--- src/rtl/time_adjust.sv ---
// ============================================================================
// Module   : time_adjust
// Brief    : Key-driven hour/minute/second editor with a one-cycle commit strobe.
// Revision : 1.0
// ============================================================================
`default_nettype none

module time_adjust #(
  parameter int REPEAT_CYCLES = 5,
  parameter int HOUR_MAX      = 23,
  parameter int MS_MAX        = 59
) (
  input  logic       clk,
  input  logic       reset,
  input  logic [2:0] add_select,
  input  logic       adj_en,
  input  logic [4:0] cur_hour,
  input  logic [5:0] cur_min,
  input  logic [5:0] cur_sec,
  output logic [4:0] set_hour,
  output logic [5:0] set_min,
  output logic [5:0] set_sec,
  output logic [1:0] field_sel,
  output logic       adjusting,
  output logic       set_valid
);

  localparam logic [1:0] S_IDLE = 2'd0;
  localparam logic [1:0] S_ADJ  = 2'd1;
  localparam logic [1:0] S_REP  = 2'd2;

  localparam int             c_CNT_W    = (REPEAT_CYCLES > 2) ? $clog2(REPEAT_CYCLES) : 1;
  localparam logic [c_CNT_W-1:0] c_REP_LAST = c_CNT_W'(REPEAT_CYCLES - 1);
  localparam logic [4:0]     c_HOUR_MAX = 5'(HOUR_MAX);
  localparam logic [5:0]     c_MS_MAX   = 6'(MS_MAX);

  logic [1:0]         r_state;
  logic               r_en_prev;
  logic [2:0]         r_sel_prev;
  logic [c_CNT_W-1:0] r_rep_cnt;

  logic       w_en_rise, w_en_fall, w_inc_evt, w_fld_evt, w_long_lvl;
  logic       w_rep_due, w_do_inc;
  logic [4:0] w_hour_inc;
  logic [5:0] w_min_inc, w_sec_inc;

  assign w_en_rise  =  adj_en & ~r_en_prev;
  assign w_en_fall  = ~adj_en &  r_en_prev;
  assign w_inc_evt  = (add_select == 3'b001) && (r_sel_prev != 3'b001);
  assign w_fld_evt  = (add_select == 3'b010) && (r_sel_prev != 3'b010);
  assign w_long_lvl = (add_select == 3'b100);
  assign w_rep_due  = (r_rep_cnt == c_REP_LAST);

  // Single increment point shared by press, first long-press step and auto-repeat.
  assign w_do_inc = ((r_state == S_ADJ) && !w_en_fall &&
                     (w_inc_evt || (!w_fld_evt && w_long_lvl))) ||
                    ((r_state == S_REP) && !w_en_fall && w_long_lvl && w_rep_due);

  // Out-of-range values loaded from the live counter wrap on their first increment.
  assign w_hour_inc = (set_hour >= c_HOUR_MAX) ? 5'd0 : set_hour + 5'd1;
  assign w_min_inc  = (set_min  >= c_MS_MAX)   ? 6'd0 : set_min  + 6'd1;
  assign w_sec_inc  = (set_sec  >= c_MS_MAX)   ? 6'd0 : set_sec  + 6'd1;

  assign adjusting = (r_state != S_IDLE);

  always_ff @(posedge clk or posedge reset) begin
    if (reset) begin
      r_en_prev  <= 1'b0;
      r_sel_prev <= 3'b000;
    end else begin
      r_en_prev  <= adj_en;
      r_sel_prev <= add_select;
    end
  end

  always_ff @(posedge clk or posedge reset) begin
    if (reset) begin
      r_state   <= S_IDLE;
      r_rep_cnt <= '0;
      field_sel <= 2'd0;
      set_valid <= 1'b0;
    end else begin
      set_valid <= 1'b0;
      case (r_state)
        S_IDLE: begin
          if (w_en_rise) begin
            field_sel <= 2'd0;
            r_state   <= S_ADJ;
          end
        end
        S_ADJ: begin
          if (w_en_fall) begin
            set_valid <= 1'b1;
            r_state   <= S_IDLE;
          end else if (w_inc_evt) begin
            r_state <= S_ADJ;
          end else if (w_fld_evt) begin
            field_sel <= (field_sel == 2'd2) ? 2'd0 : field_sel + 2'd1;
          end else if (w_long_lvl) begin
            r_rep_cnt <= '0;
            r_state   <= S_REP;
          end
        end
        S_REP: begin
          if (w_en_fall) begin
            set_valid <= 1'b1;
            r_state   <= S_IDLE;
          end else if (!w_long_lvl) begin
            r_state <= S_ADJ;
          end else if (w_rep_due) begin
            r_rep_cnt <= '0;
          end else begin
            r_rep_cnt <= r_rep_cnt + 1'b1;
          end
        end
        default: r_state <= S_IDLE;
      endcase
    end
  end

  always_ff @(posedge clk or posedge reset) begin
    if (reset) begin
      set_hour <= 5'd0;
      set_min  <= 6'd0;
      set_sec  <= 6'd0;
    end else if ((r_state == S_IDLE) && w_en_rise) begin
      set_hour <= cur_hour;
      set_min  <= cur_min;
      set_sec  <= cur_sec;
    end else if (w_do_inc) begin
      case (field_sel)
        2'd0:    set_hour <= w_hour_inc;
        2'd1:    set_min  <= w_min_inc;
        default: set_sec  <= w_sec_inc;
      endcase
    end
  end

endmodule

`default_nettype wire
--- config.mk ---
export PLATFORM = sky130hd
export DESIGN_NAME = time_adjust
export DESIGN_NICKNAME = d
export VERILOG_FILES = /design/src/rtl/time_adjust.sv
export SDC_FILE = /design/constraint.sdc
export NUM_CORES = 1
export LEC_CHECK = 0
export CAP_MARGIN = 20
export CORE_UTILIZATION = 40
export CTS_BUF_LIST = sky130_fd_sc_hd__clkbuf_8
export CTS_CLUSTER_SIZE = 16
export DETAILED_ROUTE_END_ITERATION = 10
export PLACE_DENSITY = 0.71
export SKIP_LAST_GASP = 1
export SYNTH_ARGS = -nofsm -noshare
export SYNTH_HDL_FRONTEND = slang
export SYNTH_SLANG_ARGS = --single-unit
--- constraint.sdc ---
create_clock -name clk -period 2.16 [get_ports clk]
set_input_delay 0.432 -clock clk [delete_from_list [all_inputs] [get_ports clk]]
set_output_delay 0.432 -clock clk [all_outputs]
set_load 0.1 [all_outputs]
==> After elaboration in Yosys (flattened, before gate mapping) <==
Index checks and enable logic that the tools add are counted.
{ "word_totals": {"reg_bits": 29, "input_bits": 23, "output_inout_bits": 21} }
{ "op_classes": {"add_sub_neg": 5, "order_cmp": 3, "n_eq_ne": 22, "muxes": 36, "bitwise_logic": 4, "n_reduce_logical": 29} }
{ "ops": {"columns": ["operator", "count"], "rows": [
  ["6-bit 2-to-1 mux", 8],
  ["2-bit 2-to-1 mux", 12],
  ["3-bit 2-to-1 mux", 7],
  ["5-bit 2-to-1 mux", 4],
  ["2-bit != test, second input constant", 8],
  ["6-bit by 1-bit adder with 6-bit output, second input constant", 2],
  ["6-bit greater-or-equal comparator, second input constant", 2],
  ["2-bit nonzero test", 6],
  ["1-bit logical AND", 9],
  ["4-bit != test, second input constant", 2],
  ["7-bit AND reduction", 1],
  ["3-bit equality test, second input constant", 2],
  ["2-bit case mux with 3 select lines", 1],
  ["3-bit case mux with 2 select lines", 1],
  ["2-bit AND reduction", 3],
  ["5-bit by 1-bit adder with 5-bit output, second input constant", 1],
  ["5-bit greater-or-equal comparator, second input constant", 1],
  ["5-bit AND reduction", 1],
  ["2-bit by 1-bit equality test with 1-bit output, second input constant", 2],
  ["2-bit equality test, second input constant", 2],
  ["2-bit logical NOT", 2],
  ["2-bit case mux with 2 select lines", 1],
  ["4-bit AND reduction", 1],
  ["2-bit OR reduction", 2],
  ["13 further kinds", 18]
]} }

==> Depth between registers and ports, before layout <==
Gate-level depths: netlist of run 1.
{ "logic_depth": {"depth_word": 9, "mapped_depth": 8} }

==> Worst setup path before layout of run 1 <==
Ideal clock, no wire load.
{ "synth_timing": {"path_type": "input to register", "start": "input port add_select[1]", "end": "register set_sec[2]", "setup_ns": 0.082, "t_arrival_ns": 2.177, "required_time_ns": 2.078, "setup_slack_ns": -0.099, "cell_stages": 6, "path_cell_list": "or3b_4 > or3_1 > buf_6 > a21bo_4 > or4b_1 > a31oi_1"} }
{ "synth_between": {"elab_chain_cells": 9, "word_cells_on_any_way": 14, "classes_between": "3 x eq/ne; 11 x reduce/logical"} }
{ "synth_lines": {"columns": ["item", "line", "rtl"], "rows": [
  ["start, declared", "15", "input logic [2:0] add_select,"],
  ["3-bit by 2-bit equality test with 1-bit output", "50", "assign w_fld_evt = (add_select == 3'b010) && (r_sel_prev != 3'b010);"],
  ["1-bit logical AND", "50", null],
  ["1-bit logical NOT", "56", "(w_inc_evt || (!w_fld_evt && w_long_lvl))) ||"],
  ["1-bit logical AND", "56", null],
  ["1-bit logical OR", "56", null],
  ["1-bit logical AND", "55", "assign w_do_inc = ((r_state == S_ADJ) && !w_en_fall &&"],
  ["1-bit logical OR *", "56", null],
  ["2-bit nonzero test (no line) *", null, null],
  ["2-bit AND reduction (no line) *", null, null],
  ["end signal, assigned", "129", "set_sec <= cur_sec;"],
  ["end signal, assigned", "134", "default: set_sec <= w_sec_inc;"],
  ["end, declared", "22", "output logic [5:0] set_sec,"]
]} }
Mark *: on every way between the ends. The rest lies on a longest branch, timed or not.
A chain may end at the register's enable or synchronous reset.

==> Worst setup path in the final report of run 1 <==
{ "layout_timing": {"start": "input port add_select[0]", "end": "register set_hour[3]"} }
{ "layout_between": {"elab_chain_cells": 9, "word_cells_on_any_way": 14, "classes_between": "3 x eq/ne; 11 x reduce/logical"} }
{ "layout_lines": {"columns": ["item", "line", "rtl"], "rows": [
  ["3-bit by 2-bit equality test with 1-bit output", "50", null],
  ["1-bit logical AND", "50", null],
  ["1-bit logical NOT", "56", null],
  ["1-bit logical AND", "56", null],
  ["1-bit logical OR", "56", null],
  ["1-bit logical AND", "55", null],
  ["1-bit logical OR *", "56", null],
  ["2-bit nonzero test (no line) *", null, null],
  ["2-bit AND reduction (no line) *", null, null],
  ["end signal, assigned", "127", "set_hour <= cur_hour;"],
  ["end signal, assigned", "132", "2'd0: set_hour <= w_hour_inc;"],
  ["end, declared", "20", "output logic [4:0] set_hour,"]
]} }
Marked as above.

==> results.py, run 1 <==
metrics = {
    "grt": {
        "grt_max_degree": 37,
        "grt_pass1_wl_um": 7020,
        "grt_use_total": 0.203,
        "antenna_found_initial": 0,
        "grt_pass1_vias": 1654,
        "grt-ovfl-total": 0,
    },
    "cells_and_area": {
        "fillers": 365,
        "num_antenna_cells": 0,
        "utilization": 0.622,
        "drive_gt1_frac": 0.285,
        "nNetsFinal": 302,
        "area_growth_pct": 46.1,
    },
    "worst_setup_path": {
        "r2r_setup_slack_ps": 80,
        "cp_max_fo": 6,
        "crit_end": "set_hour[3]",
        "timing.rr.end": "r_state[0]",
        "reg2reg_from": "r_state[0]",
        "worst-r2r-cell-count": 8,
        "required_ps": 2360,
        "crit_path_end_kind": "register",
        "crit_type": "primary input to register",
        "cp.arrival_ps": 2300,
        "critPathLaunch": "add_select[0]",
        "startpoint_type": "primary input",
    },
    "drt": {
        "via_count": 1752,
        "via_per_inst": 5.48,
        "drc": 0,
        "drt_iter0_markers": 128,
        "dr.pass1.iters": 4,
        "ant_nets": 0,
        "routedWlPerCell_um": 13.9,
        "drt_wl_total_um": 4440,
    },
    "worst_hold_path": {
        "hp-class": "primary input to register",
    },
    "floorplan": {
        "core_um2": 4120,
        "row_count": 23,
        "die_x_um": 68.2,
        "io_pins": 44,
        "dieArea_um2": 4650,
        "start_util": 0.426,
        "die_y_um": 68.2,
    },
    "timing": {
        "maxSlewHeadroom": 0.640,
        "maxSlewViolCount": 0,
        "rsz0062_at_grt": "true",
        "skew_ps": 4.97,
        "tightestPinTransition_ps": 535,
        "max_freq_ghz": 0.474,
        "hold_violations": 0,
        "setup_viol": 0,
        "min_period_ps": 2110,
        "finalCritPeriodShare": 0.976,
    },
    "run": {
        "cap_violations": 0,
    },
    "synthesis": {
        "ys_ff_latch": 29,
        "syn-num-nets": 225,
        "ys_seq_area_frac": 0.414,
        "yosys.area.top_type": "dfrtp_1",
        "synth_top_cell_area_share": 0.414,
        "synth.distinct_cells": 42,
        "ys_top_cells_by_area": "dfrtp_1 (41%), ha_1 (6.4%), o21ai_0 (4.9%)",
        "syn_area_per_cell_um2": 9.08,
        "ys_warn_count": 0,
        "postSynthCellCount": 193,
        "synth_area_um2": 1750,
    },
    "clock_network": {
        "clk_path_buf_depth": 2,
        "cts_tree": "done",
        "cts_buffers": 5,
        "cts.sinks": 29,
        "cts.clk_slew.worst_paths_ps": 60,
        "root_buffer": "clkbuf_8",
        "htree_num_levels": 2,
        "clk_latency_ps": 280,
    },
    "run_status": {
        "status": "completed",
    },
    "placement": {
        "post-dp-hpwl_um": 3160,
        "routabilityCongestion": 0.822,
        "numPortBuffers": 43,
    },
}
## layout make-up
cell class | instances | area, µm² | share of cell area
well taps | 50 | 62.6 | 0.0244
clock inverters | 1 | 3.75 | 0.00147
multi-input cells | 150 | 1020 | 0.400
repair buffers | 74 | 618 | 0.242
flip-flops and latches | 29 | 726 | 0.284
clock buffers | 6 | 82.6 | 0.0323
inverters | 10 | 41.3 | 0.0161
## flip-flops by register name, summed over array words and instances (netlist names)
register    flops
field_sel       2
r_en_prev       1
r_rep_cnt       3
set_sec         6
set_hour        5
r_sel_prev      3
r_state         2
set_valid       1
set_min         6
## routing by layer
metal | global-route usage | wire (µm)
met5 | 0 | 0
met2 | 0.333 | 2100
met3 | 0.0367 | 182
met1 | 0.256 | 2070
met4 | 0.0964 | 88
## metrics by stage
stage / TNS, ps / worst slack (ps) / std cells / cell area, µm² / hold slack (ps)
2_1_floorplan: -110 / -54.2 / 193 / 1760 / 463
3_3_place_gp: -6150 / -520 / 308 / 2380 / 569
3_5_place_dp: -6740 / -545 / 308 / 2380 / 581
4_1_cts: 0 / 4.18 / 316 / 2480 / 485
5_1_grt: -12.6 / -12.6 / 320 / 2560 / 495
6_report: 0 / 51.3 / 320 / 2560 / 492
## timing repair
action	in CTS	in global routing
buffers inserted	1	4
endpoints found under the hold margin	0	0
endpoints found under the setup margin	15	6
gates resized for setup	6	10
pin swaps	7	4
hold buffers	0	0
## worst min-delay path by stage
stage / from / to / slack (ps) / cells after the start
floorplan: adj_en / r_en_prev / 460 / 0
global placement: set_min[5] / set_min[5] / 570 / 2
detailed placement: set_min[5] / set_min[5] / 580 / 2
CTS: adj_en / r_en_prev / 480 / 1
global route: adj_en / r_en_prev / 490 / 1
finish: adj_en / r_en_prev / 490 / 1
## worst max-delay path, cell delays in order
cell and delay [ps]:
dlygate4sd2_1 240, or3b_4 390, or3_4 370, a21o_4 240, or4_1 460, a31oi_1 170
## placed cells by master, fill, tap and decap left out, types with 4 or more instances in the layout
cell type,instances
nor2_1,19
inv_1,8
nand2_1,15
clkdlybuf4s50_1,18
mux2i_1,4
clkbuf_8,6
dfrtp_1,29
a21oi_1,13
o21ai_0,17
ha_1,6
dlygate4sd2_1,4
buf_4,51
a31oi_1,12
nand3_1,8
## Yosys cell counts (all sizes together)
cell type,number
dfrtp,29
nor2,19
o21ai,17
nand2,15
a21oi,14
a31oi,13
inv,10
ha,9
nand3,8
mux2i,4
a21boi,3
clkbuf,3
nand2b,3
nor2b,3
o22a,3
o22ai,3
or3b,3
a21o,2
a22o,2
a2bb2oi,2
a32o,2
and2,2
and3,2
nand3b,2
nand4b,2
nor3b,2
o31ai,2
or3,2
or4b,2
a21bo,1
a22oi,1
and4bb,1
buf,1
mux2,1
nand4,1
nor3,1
o31a,1
or2,1
or4,1
## cells by family (layout without fill, tap and decap cells)
family / Yosys count / count (layout) / synth area share
AND/OR/NAND/NOR: 70 / 70 / 0.216
flip-flops: 29 / 29 / 0.414
buffers and inverters: 14 / 91 / 0.0343
adder cells (fa/ha/maj): 9 / 9 / 0.0643
multiplexers: 5 / 5 / 0.0293
AO/OA/AOI/OAI: 66 / 66 / 0.242
Power of run 1 is not shown: default switching activity piles up to over one toggle a cycle in this logic, so the estimate is an artifact.
==> run 2: changes to the inputs <==
--- a/config.mk
+++ b/config.mk
@@ -6,6 +6,7 @@
 export NUM_CORES = 1
 export LEC_CHECK = 0
 export CAP_MARGIN = 20
+export CORE_MARGIN = 3
 export CORE_UTILIZATION = 40
 export CTS_BUF_LIST = sky130_fd_sc_hd__clkbuf_8
 export CTS_CLUSTER_SIZE = 16
==> run 2 against run 1 <==
  * Setup slack about the same
  * Die area up 12%
  * Sequential cell count stayed put
  * First-iteration DRC count down 13%
==> results.py, run 2 (synthesis results as in run 1) <==
metrics = {
    "timing": {
        "min_period_ps": 2110,
        "setup_slack_ps": 51.8,
        "tightestPinTransition_ps": 526,
        "skew_ps": 3.74,
        "maxSlewViolCount": 0,
        "finalCritPeriodShare": 0.976,
        "hold_violations": 0,
        "hold_ws_ps": 490,
        "maxSlewHeadroom": 0.646,
        "setup_viol": 0,
        "max_freq_ghz": 0.474,
    },
    "worst_hold_path": {
        "hp-class": "primary input to register",
        "worstHoldStart": "add_select[1]",
        "worstHoldEndpoint": "r_sel_prev[1]",
        "hold_depth": 2,
    },
    "clock_network": {
        "htree_num_levels": 2,
        "cts.sinks": 29,
        "holdBufCountCts": 0,
        "cts.clk_slew.worst_paths_ps": 60,
        "cts_tree": "done",
        "clk_path_buf_depth": 2,
        "cts_buffers": 5,
        "root_buffer": "clkbuf_8",
        "clk_latency_ps": 280,
    },
    "drt": {
        "dr.pass1.iters": 4,
        "drt_wl_total_um": 4350,
        "via_count": 1732,
        "via_per_inst": 5.40,
        "ant_nets": 0,
        "drt_iter0_markers": 112,
        "drc": 0,
        "routedWlPerCell_um": 13.6,
    },
    "cells_and_area": {
        "final_common_cell": "buf_4",
        "utilization": 0.621,
        "top_regs": "set_min: 6 flops, set_sec: 6 flops, set_hour: 5 flops",
        "area_growth_pct": 45.9,
        "final_cell_mix": "buf_4 (50), dfrtp_1 (29), nor2_1 (19)",
        "nNetsFinal": 302,
        "fillers": 360,
        "drive_gt1_frac": 0.284,
        "num_antenna_cells": 0,
    },
    "floorplan": {
        "start_util": 0.426,
        "die_y_um": 72.2,
        "core_um2": 4120,
        "dieArea_um2": 5210,
        "die_x_um": 72.2,
        "row_count": 23,
        "io_pins": 44,
    },
    "worst_setup_path": {
        "cp_num_buf_inv": 1,
        "crit_path_max_incr_delay_ps": 460,
        "r2r_setup_slack_ps": 50,
        "crit_path_end_kind": "register",
        "timing.rr.end": "set_sec[2]",
        "worst-r2r-cell-count": 7,
        "startpoint_type": "register",
        "cp.arrival_ps": 2310,
        "crit_path_cell_trace": "inv_1, ha_2, a31oi_2, or3_4, a21bo_4, or4b_1, a31oi_1",
        "crit_type": "register to register",
        "crit_family": "simple AND/OR/NAND/NOR gates",
        "cp_max_fo": 6,
        "critPathSlowestCell": "or4b_1",
        "required_ps": 2360,
        "critPathLaunch": "r_rep_cnt[1]",
        "reg2reg_from": "r_rep_cnt[1]",
    },
    "placement": {
        "routabilityCongestion": 0.790,
        "pre_cts_ws_ps": -550,
        "numPortBuffers": 43,
        "post-dp-hpwl_um": 3070,
    },
    "run": {
        "cap_violations": 0,
    },
    "grt": {
        "grt_max_degree": 37,
        "grt_pass1_vias": 1606,
        "grt_pass1_wl_um": 7340,
        "grt-ovfl-total": 0,
        "antenna_found_initial": 0,
        "grt_use_total": 0.176,
    },
    "run_status": {
        "status": "completed",
    },
}
run 2: cell types whose count changed in the layout (fill, tap and decap cells not counted), sizes merged:
cell,delta
clkdlybuf4s15,+1
inv,+2
clkbuf,-1
dlygate4sd2,-2
dlymetal6s2s,+1
run 2: metal layers:
layer	track usage	up-vias	routed length, µm
li1	-	868	-
met3	0.0471	8	248
met1	0.243	820	2050
met2	0.261	36	1970
met5	0	-	0
met4	0.0752	0	82
run 2: final cells by class:
class | instances | area [µm²] | share of cell area
sequential | 29 | 726 | 0.284
clock buffer | 5 | 68.8 | 0.0269
clock inverter | 3 | 11.3 | 0.00441
tap | 50 | 62.6 | 0.0245
timing repair buffer | 74 | 636 | 0.249
multi-input combinational | 150 | 1010 | 0.395
inverter | 10 | 41.3 | 0.0162
run 2: how the worst max path moves through the flow:
| stage | to | slack [ps] | cells past startpoint |
|---|---|---|---|
| 2_1_floorplan | set_sec[2] | -50 | 6 |
| 3_3_place_gp | set_sec[2] | -530 | 6 |
| 3_5_place_dp | set_sec[2] | -550 | 6 |
| 4_1_cts | set_sec[2] | 30 | 6 |
| 5_1_grt | set_sec[2] | -20 | 7 |
| 6_report | set_sec[2] | 50 | 7 |
run 2: per-stage QoR:
step / std cells / cell area (µm²) / TNS, ps
2_1_floorplan: 193 / 1760 / -110
3_3_place_gp: 308 / 2390 / -5610
3_5_place_dp: 308 / 2390 / -5890
4_1_cts: 317 / 2490 / 0
5_1_grt: 321 / 2560 / -15.7
6_report: 321 / 2560 / 0
run 2: what timing repair did:
item / in CTS / in global routing
endpoints found under the setup margin: 9 / 6
setup buffers: 1 / 4
endpoints found under the hold margin: 0 / 0
pin swaps: 7 / 4
gates resized for setup: 5 / 12
run 2: worst reg2reg max path, stage by stage, from the launching register on:
cell and delay (ps):
dfrtp_1 400, inv_1 80, ha_2 190, a31oi_2 90, or3_4 410, a21bo_4 250
or4b_1 460, a31oi_1 160
Power of run 2 is left out for the same reason.
==> run 3: changes to the inputs <==
--- a/config.mk
+++ b/config.mk
@@ -11,7 +11,7 @@
 export CTS_BUF_LIST = sky130_fd_sc_hd__clkbuf_8
 export CTS_CLUSTER_SIZE = 16
 export DETAILED_ROUTE_END_ITERATION = 10
-export PLACE_DENSITY = 0.71
+export PLACE_DENSITY = 0.68
 export SKIP_LAST_GASP = 1
 export SYNTH_ARGS = -nofsm -noshare
 export SYNTH_HDL_FRONTEND = slang
==> constraint.sdc (replaced) <==
create_clock -name clk -period 2.2 [get_ports clk]
set_input_delay 0.44 -clock clk [delete_from_list [all_inputs] [get_ports clk]]
set_output_delay 0.44 -clock clk [all_outputs]
set_load 0.1 [all_outputs]
==> run 3 against run 2 <==
  * Final cell count down 0.31%
  * Non-clock buffer count down 1
  * Final area down 1.2%
  * First-iteration DRC count down 21%
  * Sequential share of layout area up 0.35 points
  * Critical path type is now primary input to register
  * Largest cell class unchanged
  * Highest routed layer unchanged
==> results.py, run 3 (synthesis results as in run 1) <==
metrics = {
    "cells_and_area": {
        "area_growth_pct": 44.1,
        "final_common_cell": "buf_4",
        "drive_gt1_frac": 0.270,
        "num_antenna_cells": 0,
        "top_regs": "set_min: 6 flops, set_sec: 6 flops, set_hour: 5 flops",
        "finish.instance_area_um2": 2520,
        "nNetsFinal": 301,
        "final_cell_mix": "buf_4 (50), dfrtp_1 (29), nor2_1 (19), clkdlybuf4s50_1 (19), o21ai_0 (16)",
        "fin_cells": 320,
    },
    "worst_hold_path": {
        "hp-class": "primary input to register",
    },
    "worst_setup_path": {
        "crit_path_end_kind": "register",
        "crit_family": "simple AND/OR/NAND/NOR gates",
        "crit_path_cell_trace": "clkdlybuf4s50_1, nor2b_1, or3_4, a21bo_4, or4b_1, a31oi_1",
        "cp_max_fo": 6,
        "cp_num_buf_inv": 1,
        "cp.arrival_ps": 2340,
        "critPathSlowestCell": "clkdlybuf4s50_1",
        "required_ps": 2400,
        "startpoint_type": "primary input",
        "crit_type": "primary input to register",
        "crit_path_max_incr_delay_ps": 500,
    },
    "placement": {
        "numPortBuffers": 43,
        "routabilityCongestion": 0.808,
        "place_area_um2": 2400,
        "post-dp-hpwl_um": 3230,
        "dp.cells": 311,
    },
    "floorplan": {
        "start_util": 0.426,
        "core_um2": 4120,
        "die_x_um": 72.2,
        "row_count": 23,
        "io_pins": 44,
        "die_y_um": 72.2,
        "dieArea_um2": 5210,
    },
    "clock_network": {
        "clk_latency_ps": 280,
        "htree_num_levels": 2,
        "cts.clk_slew.worst_paths_ps": 70,
        "cts.sinks": 29,
        "cts_tree": "done",
        "cts_buffers": 5,
        "clk_path_buf_depth": 2,
        "root_buffer": "clkbuf_8",
        "holdBufCountCts": 0,
    },
    "grt": {
        "grt_use_total": 0.184,
        "grt-ovfl-total": 0,
        "grt_max_degree": 30,
        "grt_pass1_wl_um": 7590,
        "grt_pass1_vias": 1716,
        "antenna_found_initial": 0,
    },
    "drt": {
        "drc": 0,
        "drt_wl_total_um": 4480,
        "routedWlPerCell_um": 14.0,
        "via_count": 1750,
        "drt_iter0_markers": 89,
        "dr.pass1.iters": 4,
        "ant_nets": 0,
        "via_per_inst": 5.47,
    },
    "timing": {
        "setup_viol": 0,
        "maxSlewHeadroom": 0.673,
        "max_freq_ghz": 0.468,
        "tightestPinTransition_ps": 485,
        "hold_violations": 0,
        "maxSlewViolCount": 0,
        "min_period_ps": 2140,
        "skew_ps": 3.49,
        "rsz0062_at_grt": "false",
        "finalSetupTns_ps": 0,
        "finalCritPeriodShare": 0.971,
    },
    "run": {
        "cap_violations": 0,
    },
    "run_status": {
        "status": "completed",
    },
}
run 3: changes by cell type in the layout (fill, tap and decap cells not counted), moves of 2 or more:
| cell | before | now |
|---|---|---|
| ha_2 | 2 | 0 |
| ha_1 | 6 | 9 |
| inv_2 | 2 | 0 |
| clkbuf_8 | 5 | 7 |
run 3: cell type report:
type	instances	area, µm²
fillers	374	1590
flip-flops and latches	29	726
clock buffers	7	96.3
clock inverters	1	5.00
multi-input cells	150	981
repair buffers	73	613
well taps	50	62.6
inverters	10	41.3
run 3: what timing repair did:
item / in CTS / in global routing
gates resized for setup: 4 / 4
pin swaps: 5 / 5
setup endpoints to repair: 11 / 4
setup buffers: 1 / 0
run 3: worst paths after layout:
path	depth (start not counted)	endpoint	slack (ps)	from
max reg2reg	7	set_sec[2]	100	r_state[0]
min in group asynchronous	3	r_sel_prev[0]	530	reset
min reg2reg	1	r_rep_cnt[1]	520	r_rep_cnt[1]
max	6	set_sec[2]	60	adj_en
max in group asynchronous	3	r_state[1]	1370	reset
min	1	r_sel_prev[0]	410	add_select[0]
run 3: layer usage:
metal / GRT usage / wire, µm / vias to the layer above
met5: 0 / 0 / -
met4: 0.0689 / 52 / 0
met3: 0.0623 / 251 / 4
met2: 0.294 / 2110 / 49
met1: 0.230 / 2070 / 833
li1: - / - / 864
run 3: through the flow:
stage	utilization	hold slack [ps]	setup WS, ps
finish	0.614	415	63.3
global route	0.614	456	3.71
CTS	0.611	438	8.21
detailed placement	0.584	513	-564
global placement	0.584	511	-491
floorplan	-	471	-21.3
run 3: worst reg2reg max path, delay by kind of cell, from the launching register on:
family / cells / cell delay, ps
buffers and inverters: 1 / 80
adder cells (fa/ha/maj): 1 / 160
AND/OR/NAND/NOR: 2 / 880
AO/OA/AOI/OAI: 3 / 510
flip-flops: 1 / 390
Power of run 3 is left out for the same reason.
